$ cat config.mk
export PLATFORM = sky130hd
export DESIGN_NAME = dmem_arbiter
export DESIGN_NICKNAME = d
export VERILOG_FILES = /design/src/rtl/dmem_arbiter.sv
export SDC_FILE = /design/constraint.sdc
export NUM_CORES = 1
export LEC_CHECK = 0
export BUFFER_PORTS_ARGS = -buffer_cell sky130_fd_sc_hd__buf_2
export CELL_PAD_IN_SITES_DETAIL_PLACEMENT = 1
export CELL_PAD_IN_SITES_GLOBAL_PLACEMENT = 2
export CORE_ASPECT_RATIO = 0.5
export CORE_MARGIN = 1
export CORE_UTILIZATION = 10
export DETAILED_ROUTE_END_ITERATION = 10
export GPL_ROUTABILITY_DRIVEN = 0
export PLACE_DENSITY_LB_ADDON = 0.1
export SLEW_MARGIN = 5
export SYNTH_ARGS = -nofsm -noshare
export SYNTH_HDL_FRONTEND = slang
export SYNTH_SLANG_ARGS = --single-unit
$ cat constraint.sdc
create_clock -name clk -period 1.8 [get_ports clk]
set_input_delay 0.09 -clock clk [delete_from_list [all_inputs] [get_ports clk]]
set_output_delay 0.09 -clock clk [all_outputs]
set_load 0.05 [all_outputs]
$ cat src/rtl/dmem_arbiter.sv
// Two-requester arbiter for the shared data-memory port: core (A) vs DMA (B).
// Optional performance counters are enabled with `define DMEM_ARB_PERF_EN.
module dmem_arbiter #(
    parameter int AW       = 32,
    parameter int DW       = 32,
    parameter int MAX_HOLD = 8
) (
    input  logic          clk,
    input  logic          rst,
    input  logic          a_req,
    input  logic          a_we,
    input  logic [AW-1:0] a_addr,
    input  logic [DW-1:0] a_wdata,
    output logic          a_gnt,
    output logic          a_rvalid,
    output logic [DW-1:0] a_rdata,
    output logic          core_stall,
    input  logic          b_req,
    input  logic          b_we,
    input  logic [AW-1:0] b_addr,
    input  logic [DW-1:0] b_wdata,
    input  logic          b_lock,
    output logic          b_gnt,
    output logic          b_rvalid,
    output logic [DW-1:0] b_rdata,
    output logic          mem_en,
    output logic          mem_we,
    output logic [AW-1:0] mem_addr,
    output logic [DW-1:0] mem_wdata,
    input  logic [DW-1:0] mem_rdata
`ifdef DMEM_ARB_PERF_EN
    ,
    input  logic          perf_clr,
    output logic [31:0]   perf_conflict,
    output logic [31:0]   perf_a_stall
`endif
);

    typedef enum logic [1:0] {
        OWN_NONE,
        OWN_A,
        OWN_B
    } owner_t;

    localparam logic       WIN_A      = 1'b0;
    localparam logic       WIN_B      = 1'b1;
    localparam logic [7:0] MAX_HOLD_L = 8'(MAX_HOLD);

    logic       last_win;
    logic [7:0] hold_cnt;
    owner_t     rd_owner;
    logic       a_win;
    logic       b_win;

    // Grants are gated by reset so every output reads 0 while rst is low.
    always_comb begin
        a_win = 1'b0;
        b_win = 1'b0;
        if (rst) begin
            if (a_req && b_req) begin
                if (b_lock && (last_win == WIN_B) && (hold_cnt < MAX_HOLD_L))
                    b_win = 1'b1;
                else if (last_win == WIN_B)
                    a_win = 1'b1;
                else
                    b_win = 1'b1;
            end else if (a_req) begin
                a_win = 1'b1;
            end else if (b_req) begin
                b_win = 1'b1;
            end
        end
    end

    assign a_gnt      = a_win;
    assign b_gnt      = b_win;
    assign core_stall = rst & a_req & ~a_win;

    assign mem_en    = a_win | b_win;
    assign mem_we    = a_win ? a_we    : (b_win ? b_we    : 1'b0);
    assign mem_addr  = a_win ? a_addr  : (b_win ? b_addr  : '0);
    assign mem_wdata = a_win ? a_wdata : (b_win ? b_wdata : '0);

    assign a_rvalid = (rd_owner == OWN_A);
    assign b_rvalid = (rd_owner == OWN_B);
    assign a_rdata  = a_rvalid ? mem_rdata : '0;
    assign b_rdata  = b_rvalid ? mem_rdata : '0;

    // An unlocked B grant ends any lock sequence, so it clears the hold count.
    always_ff @(posedge clk or negedge rst) begin
        if (!rst) begin
            last_win <= WIN_B;
            hold_cnt <= 8'd0;
            rd_owner <= OWN_NONE;
        end else begin
            if (a_win)
                last_win <= WIN_A;
            else if (b_win)
                last_win <= WIN_B;

            if (a_win) begin
                hold_cnt <= 8'd0;
            end else if (b_win) begin
                if (!b_lock)
                    hold_cnt <= 8'd0;
                else if (a_req && (hold_cnt != 8'hFF))
                    hold_cnt <= hold_cnt + 8'd1;
            end

            if (a_win && !a_we)
                rd_owner <= OWN_A;
            else if (b_win && !b_we)
                rd_owner <= OWN_B;
            else
                rd_owner <= OWN_NONE;
        end
    end

`ifdef DMEM_ARB_PERF_EN
    always_ff @(posedge clk or negedge rst) begin
        if (!rst) begin
            perf_conflict <= 32'd0;
            perf_a_stall  <= 32'd0;
        end else if (perf_clr) begin
            perf_conflict <= 32'd0;
            perf_a_stall  <= 32'd0;
        end else begin
            if (a_req && b_req && (perf_conflict != 32'hFFFF_FFFF))
                perf_conflict <= perf_conflict + 32'd1;
            if (core_stall && (perf_a_stall != 32'hFFFF_FFFF))
                perf_a_stall <= perf_a_stall + 32'd1;
        end
    end
`endif

endmodule

==> report_table.html <==
<table>
<tr><th>Metric</th><th>Value</th></tr>
<tr><th colspan="2">Global routing</th></tr>
<tr><td>Largest net degree at the start of global routing</td><td>38</td></tr>
<tr><td>Leftover overflow at the end of global routing</td><td>0</td></tr>
<tr><td>Global-route wire length before repair</td><td>about 16000 um</td></tr>
<tr><td>Initial antenna violation count</td><td>0</td></tr>
<tr><td>Vias in the first global route</td><td>2899</td></tr>
<tr><td>Overall track demand over capacity in global routing</td><td>between 10% and 20%</td></tr>
<tr><th colspan="2">Synth</th></tr>
<tr><td>Main area contributors after synthesis</td><td>sky130_fd_sc_hd__a22o_1 33%, sky130_fd_sc_hd__and2_1 24%, sky130_fd_sc_hd__dfrtp_1 15%, sky130_fd_sc_hd__buf_6 2.6%, sky130_fd_sc_hd__clkbuf_1 2.6%</td></tr>
<tr><td>Avg Synthesized Cell Area</td><td>7.95 um^2</td></tr>
<tr><td>Synthesized netlist cell count</td><td>about 220</td></tr>
<tr><td>Net count after synthesis</td><td>slightly below 400</td></tr>
<tr><td>Sequential-to-total area share from yosys stat</td><td>between 10% and 20%</td></tr>
<tr><td>Netlist Area Pre-Place</td><td>1720 um^2</td></tr>
<tr><td>Count of cell types in the netlist</td><td>32</td></tr>
<tr><td>Number of storage elements in the synthesis netlist</td><td>11</td></tr>
<tr><td>Fraction of registers with async set or reset after synthesis</td><td>between 90% and 100%</td></tr>
<tr><td>Dominant register cell in the synthesized netlist</td><td>sky130_fd_sc_hd__dfrtp_1</td></tr>
<tr><td>Number of enable flip-flop cells after synthesis</td><td>0</td></tr>
<tr><td>Total of warnings raised by yosys</td><td>0</td></tr>
<tr><td>Post-synth top area share</td><td>33.0%</td></tr>
<tr><td>Cell accounting for the most synthesized area</td><td>sky130_fd_sc_hd__a22o_1</td></tr>
<tr><th colspan="2">Floorplan</th></tr>
<tr><td>Full die area</td><td>~18000 um^2</td></tr>
<tr><td>Initial standard-cell utilization of the core</td><td>roughly a tenth</td></tr>
<tr><td>Top-Level Pins</td><td>302</td></tr>
<tr><td>Core region area</td><td>about 17000 um^2</td></tr>
<tr><td>Vert. Die Dim</td><td>between 90 and 100 um</td></tr>
<tr><td>Die W</td><td>between 150 and 200 um</td></tr>
<tr><td>Row count</td><td>33</td></tr>
<tr><th colspan="2">STA</th></tr>
<tr><td>Setup repair after global routing missed its margin</td><td>true</td></tr>
<tr><td>Final setup viols</td><td>a little under 80</td></tr>
<tr><td>Final period utilization</td><td>136%</td></tr>
<tr><td>Actual transition at the worst max-transition pin</td><td>between 0.4 and 0.5 ns</td></tr>
<tr><td>Worst Hold Slack</td><td>around 0.036 ns</td></tr>
<tr><td>Hold violation count in the final report</td><td>0</td></tr>
<tr><td>Top achievable clock speed</td><td>between 0.4 and 0.5 GHz</td></tr>
<tr><td>Max-slew headroom</td><td>about 72%</td></tr>
<tr><td>Minimum clock period after layout</td><td>2.45 ns</td></tr>
<tr><td>Setup slack after layout</td><td>-0.654 ns</td></tr>
<tr><td>Final number of max-transition violations</td><td>0</td></tr>
<tr><td>Clock tree skew after final layout</td><td>around 0.0024 ns</td></tr>
<tr><th colspan="2">Routing</th></tr>
<tr><td>Antenna violation net count after detailed routing</td><td>0</td></tr>
<tr><td>Number of DRC markers after the initial detailed-route iteration</td><td>36</td></tr>
<tr><td>Vias post-DR</td><td>about 3000</td></tr>
<tr><td>Pre-Repair DR Iteration Count</td><td>4</td></tr>
<tr><td>Final Routed Wirelength</td><td>11300 um</td></tr>
<tr><td>Drt wl/cell</td><td>roughly 15 um</td></tr>
<tr><td>Number of vias per cell after detailed routing</td><td>3.88</td></tr>
<tr><td>DRC viols</td><td>0</td></tr>
<tr><th colspan="2">Final layout</th></tr>
<tr><td>Syn-to-layout area delta</td><td>199%</td></tr>
<tr><td>Final cell utilization of the core</td><td>31.1%</td></tr>
<tr><td>Commonest non-fill, non-tap cells in the layout</td><td>233 x sky130_fd_sc_hd__buf_2, 65 x sky130_fd_sc_hd__and2_1, 59 x sky130_fd_sc_hd__a22o_4, 45 x sky130_fd_sc_hd__buf_8, 25 x sky130_fd_sc_hd__buf_6</td></tr>
<tr><td>Most common cell after layout, fill and taps aside</td><td>sky130_fd_sc_hd__buf_2</td></tr>
<tr><td>Area of all placed cells without fillers</td><td>between 5000 and 6000 um^2</td></tr>
<tr><td>Share of layout cells above drive strength 1</td><td>78.3%</td></tr>
<tr><td>Diodes inserted</td><td>0</td></tr>
<tr><td>Fillers</td><td>between 1500 and 2000</td></tr>
<tr><td>Net count reported at finish</td><td>around 700</td></tr>
<tr><th colspan="2">Clock tree</th></tr>
<tr><td>Source-to-sink clock delay at the later pin of the worst-skew pair</td><td>roughly 0.24 ns</td></tr>
<tr><td>Clk Tree Root Cell</td><td>sky130_fd_sc_hd__clkbuf_16</td></tr>
<tr><td>Clock tree from TritonCTS</td><td>done</td></tr>
<tr><td>Register clock-pin slew on the reported worst setup and hold paths</td><td>roughly 0.040 ns</td></tr>
<tr><td>CTS HTree Levels</td><td>1</td></tr>
<tr><td>Sinks on Clock Net</td><td>11</td></tr>
<tr><td>Number of buffers on the longest clock path</td><td>2</td></tr>
<tr><td>Clock buffer count from CTS</td><td>3</td></tr>
<tr><th colspan="2">Setup path</th></tr>
<tr><td>Type of the worst setup path</td><td>reg2out</td></tr>
<tr><td>Critical-path top delay cell</td><td>sky130_fd_sc_hd__or4b_4</td></tr>
<tr><td>Kind of cell adding the most delay to the critical path</td><td>simple AND/OR/NAND/NOR gates</td></tr>
<tr><td>CP bufs+invs</td><td>3</td></tr>
<tr><td>Kind of start point of the critical path</td><td>register</td></tr>
<tr><td>Largest fanout on the critical path</td><td>8</td></tr>
<tr><td>Critical path required time</td><td>~1.7 ns</td></tr>
<tr><td>Crit path capture type</td><td>output port</td></tr>
<tr><td>WP data arrival</td><td>~2.4 ns</td></tr>
<tr><td>Series of cell instances along the critical path</td><td>or4b_4, or3_4, a31oi_4, buf_12, clkbuf_16, a22o_4, buf_8</td></tr>
<tr><td>Crit-path max cell delay</td><td>approximately 0.56 ns</td></tr>
<tr><th colspan="2">Min path</th></tr>
<tr><td>Worst hold path class</td><td>in2reg</td></tr>
<tr><th colspan="2">Placed design</th></tr>
<tr><td>Count of input and output buffers</td><td>roughly 300</td></tr>
<tr><td>Post-placement cell area</td><td>4160 um^2</td></tr>
<tr><td>Detailed placement HPWL</td><td>roughly 9000 um</td></tr>
<tr><th colspan="2">Outcome</th></tr>
<tr><td>Violations in the final reports</td><td>negative setup slack</td></tr>
<tr><td>Outcome</td><td>finished, violations left</td></tr>
<tr><th colspan="2">Pwr</th></tr>
<tr><td>Leakage dissipation</td><td>between 2 and 3 nW</td></tr>
<tr><td>Peak ir drop on the vdd network</td><td>0.000222 V</td></tr>
<tr><td>Power density relative to cell area</td><td>around 480 nW/um^2</td></tr>
<tr><th colspan="2">Job</th></tr>
<tr><td>Max Cap Viol</td><td>0</td></tr>
</table>
[registers in the layout (all words and copies together), names as in the netlist]
signal	flops
last_win	1
rd_owner	2
hold_cnt	8
[through the flow]
| step | power, mW | std cells | setup TNS (ns) | worst slack [ns] |
|---|---|---|---|---|
| after detailed placement | 1.71 | 746 | -34.83 | -0.527 |
| after CTS | 2.35 | 756 | -44.03 | -0.678 |
| after global routing | 2.57 | 761 | -49.35 | -0.738 |
| after floorplan | 1.28 | 217 | -21.23 | -0.333 |
| after global placement | 1.71 | 746 | -33.65 | -0.511 |
| final | 2.46 | 761 | -43.51 | -0.654 |
[synth_stat cells (2+ instances only)]
cell type / number
sky130_fd_sc_hd__nand3_1: 2
sky130_fd_sc_hd__a21oi_1: 6
sky130_fd_sc_hd__o31ai_1: 2
sky130_fd_sc_hd__buf_2: 5
sky130_fd_sc_hd__dfrtp_1: 10
sky130_fd_sc_hd__nor2b_1: 5
sky130_fd_sc_hd__nor2_1: 6
sky130_fd_sc_hd__clkbuf_1: 12
sky130_fd_sc_hd__mux2i_1: 3
sky130_fd_sc_hd__and2_1: 65
sky130_fd_sc_hd__nand4_1: 2
sky130_fd_sc_hd__nor3_1: 2
sky130_fd_sc_hd__inv_1: 2
sky130_fd_sc_hd__a211oi_1: 2
sky130_fd_sc_hd__nand2_1: 7
sky130_fd_sc_hd__buf_6: 4
sky130_fd_sc_hd__o21ai_0: 2
sky130_fd_sc_hd__and3_1: 2
sky130_fd_sc_hd__a22o_1: 65
[worst reg2reg max path, cell delays in order, from the launching register on]
cell,delay [ns]
sky130_fd_sc_hd__dfrtp_1,0.37
sky130_fd_sc_hd__or4b_4,0.56
sky130_fd_sc_hd__or3_4,0.37
sky130_fd_sc_hd__a31oi_4,0.19
sky130_fd_sc_hd__buf_12,0.18
sky130_fd_sc_hd__clkbuf_16,0.18
sky130_fd_sc_hd__nor2b_1,0.13
[final timing paths]
check | from | endpoint | slack (ns) | cells past startpoint
max in group asynchronous | rst | last_win$_DFFE_PN1P_ | 1.02 | 3
min | a_we | rd_owner[0]$_DFF_PN0_ | 0.04 | 2
min reg2reg | hold_cnt[1]$_DFFE_PN0P_ | hold_cnt[1]$_DFFE_PN0P_ | 0.63 | 2
max | hold_cnt[4]$_DFFE_PN0P_ | mem_addr[12] | -0.65 | 7
max reg2reg | hold_cnt[4]$_DFFE_PN0P_ | rd_owner[1]$_DFF_PN0_ | -0.25 | 6
min in group asynchronous | rst | hold_cnt[2]$_DFFE_PN0P_ | 0.29 | 2
[cells by family (layout without fill, tap and decap cells)]
family,count (synthesis),count (layout),synth area share [%]
AO/OA/AOI/OAI,83,83,41.1
AND/OR/NAND/NOR,96,96,33.2
adder cells (fa/ha/maj),1,1,0.726
flip-flops,11,11,16.0
multiplexers,3,3,1.74
buffers and inverters,23,340,7.11
[metal layers]
metal,global-route usage (%),up-vias,share of wire (%)
met4,1.69,0,0.92
met2,21.7,132,54
met1,12.4,1357,39
met5,0,-,0
li1,-,1458,-
met3,2.04,8,5.9
[cell type report]
cell class | count | area [um^2] | share of cell area, %
clock buffer | 4 | 78.8 | 1.53
timing repair buffer | 334 | 2540 | 49.3
tap | 227 | 284 | 5.50
inverter | 2 | 7.51 | 0.145
multi-input combinational | 183 | 1970 | 38.2
sequential | 11 | 277 | 5.36
[power breakdown]
part           total [mW]  internal (mW)  switching (mW)
clock network       0.409          0.298           0.111
registers           0.276          0.264          0.0122
logic                1.77          0.776           0.996
total                2.46           1.34            1.12
[timing repair]
item	4_1_cts	5_1_grt
hold buffers	1	0
pin swaps	2	6
gates cloned	2	4
resized for setup	148	65
setup endpoints to repair	79	79
setup buffers	3	1
hold endpoints to repair	10	0
(Power assumes the default switching activity.)
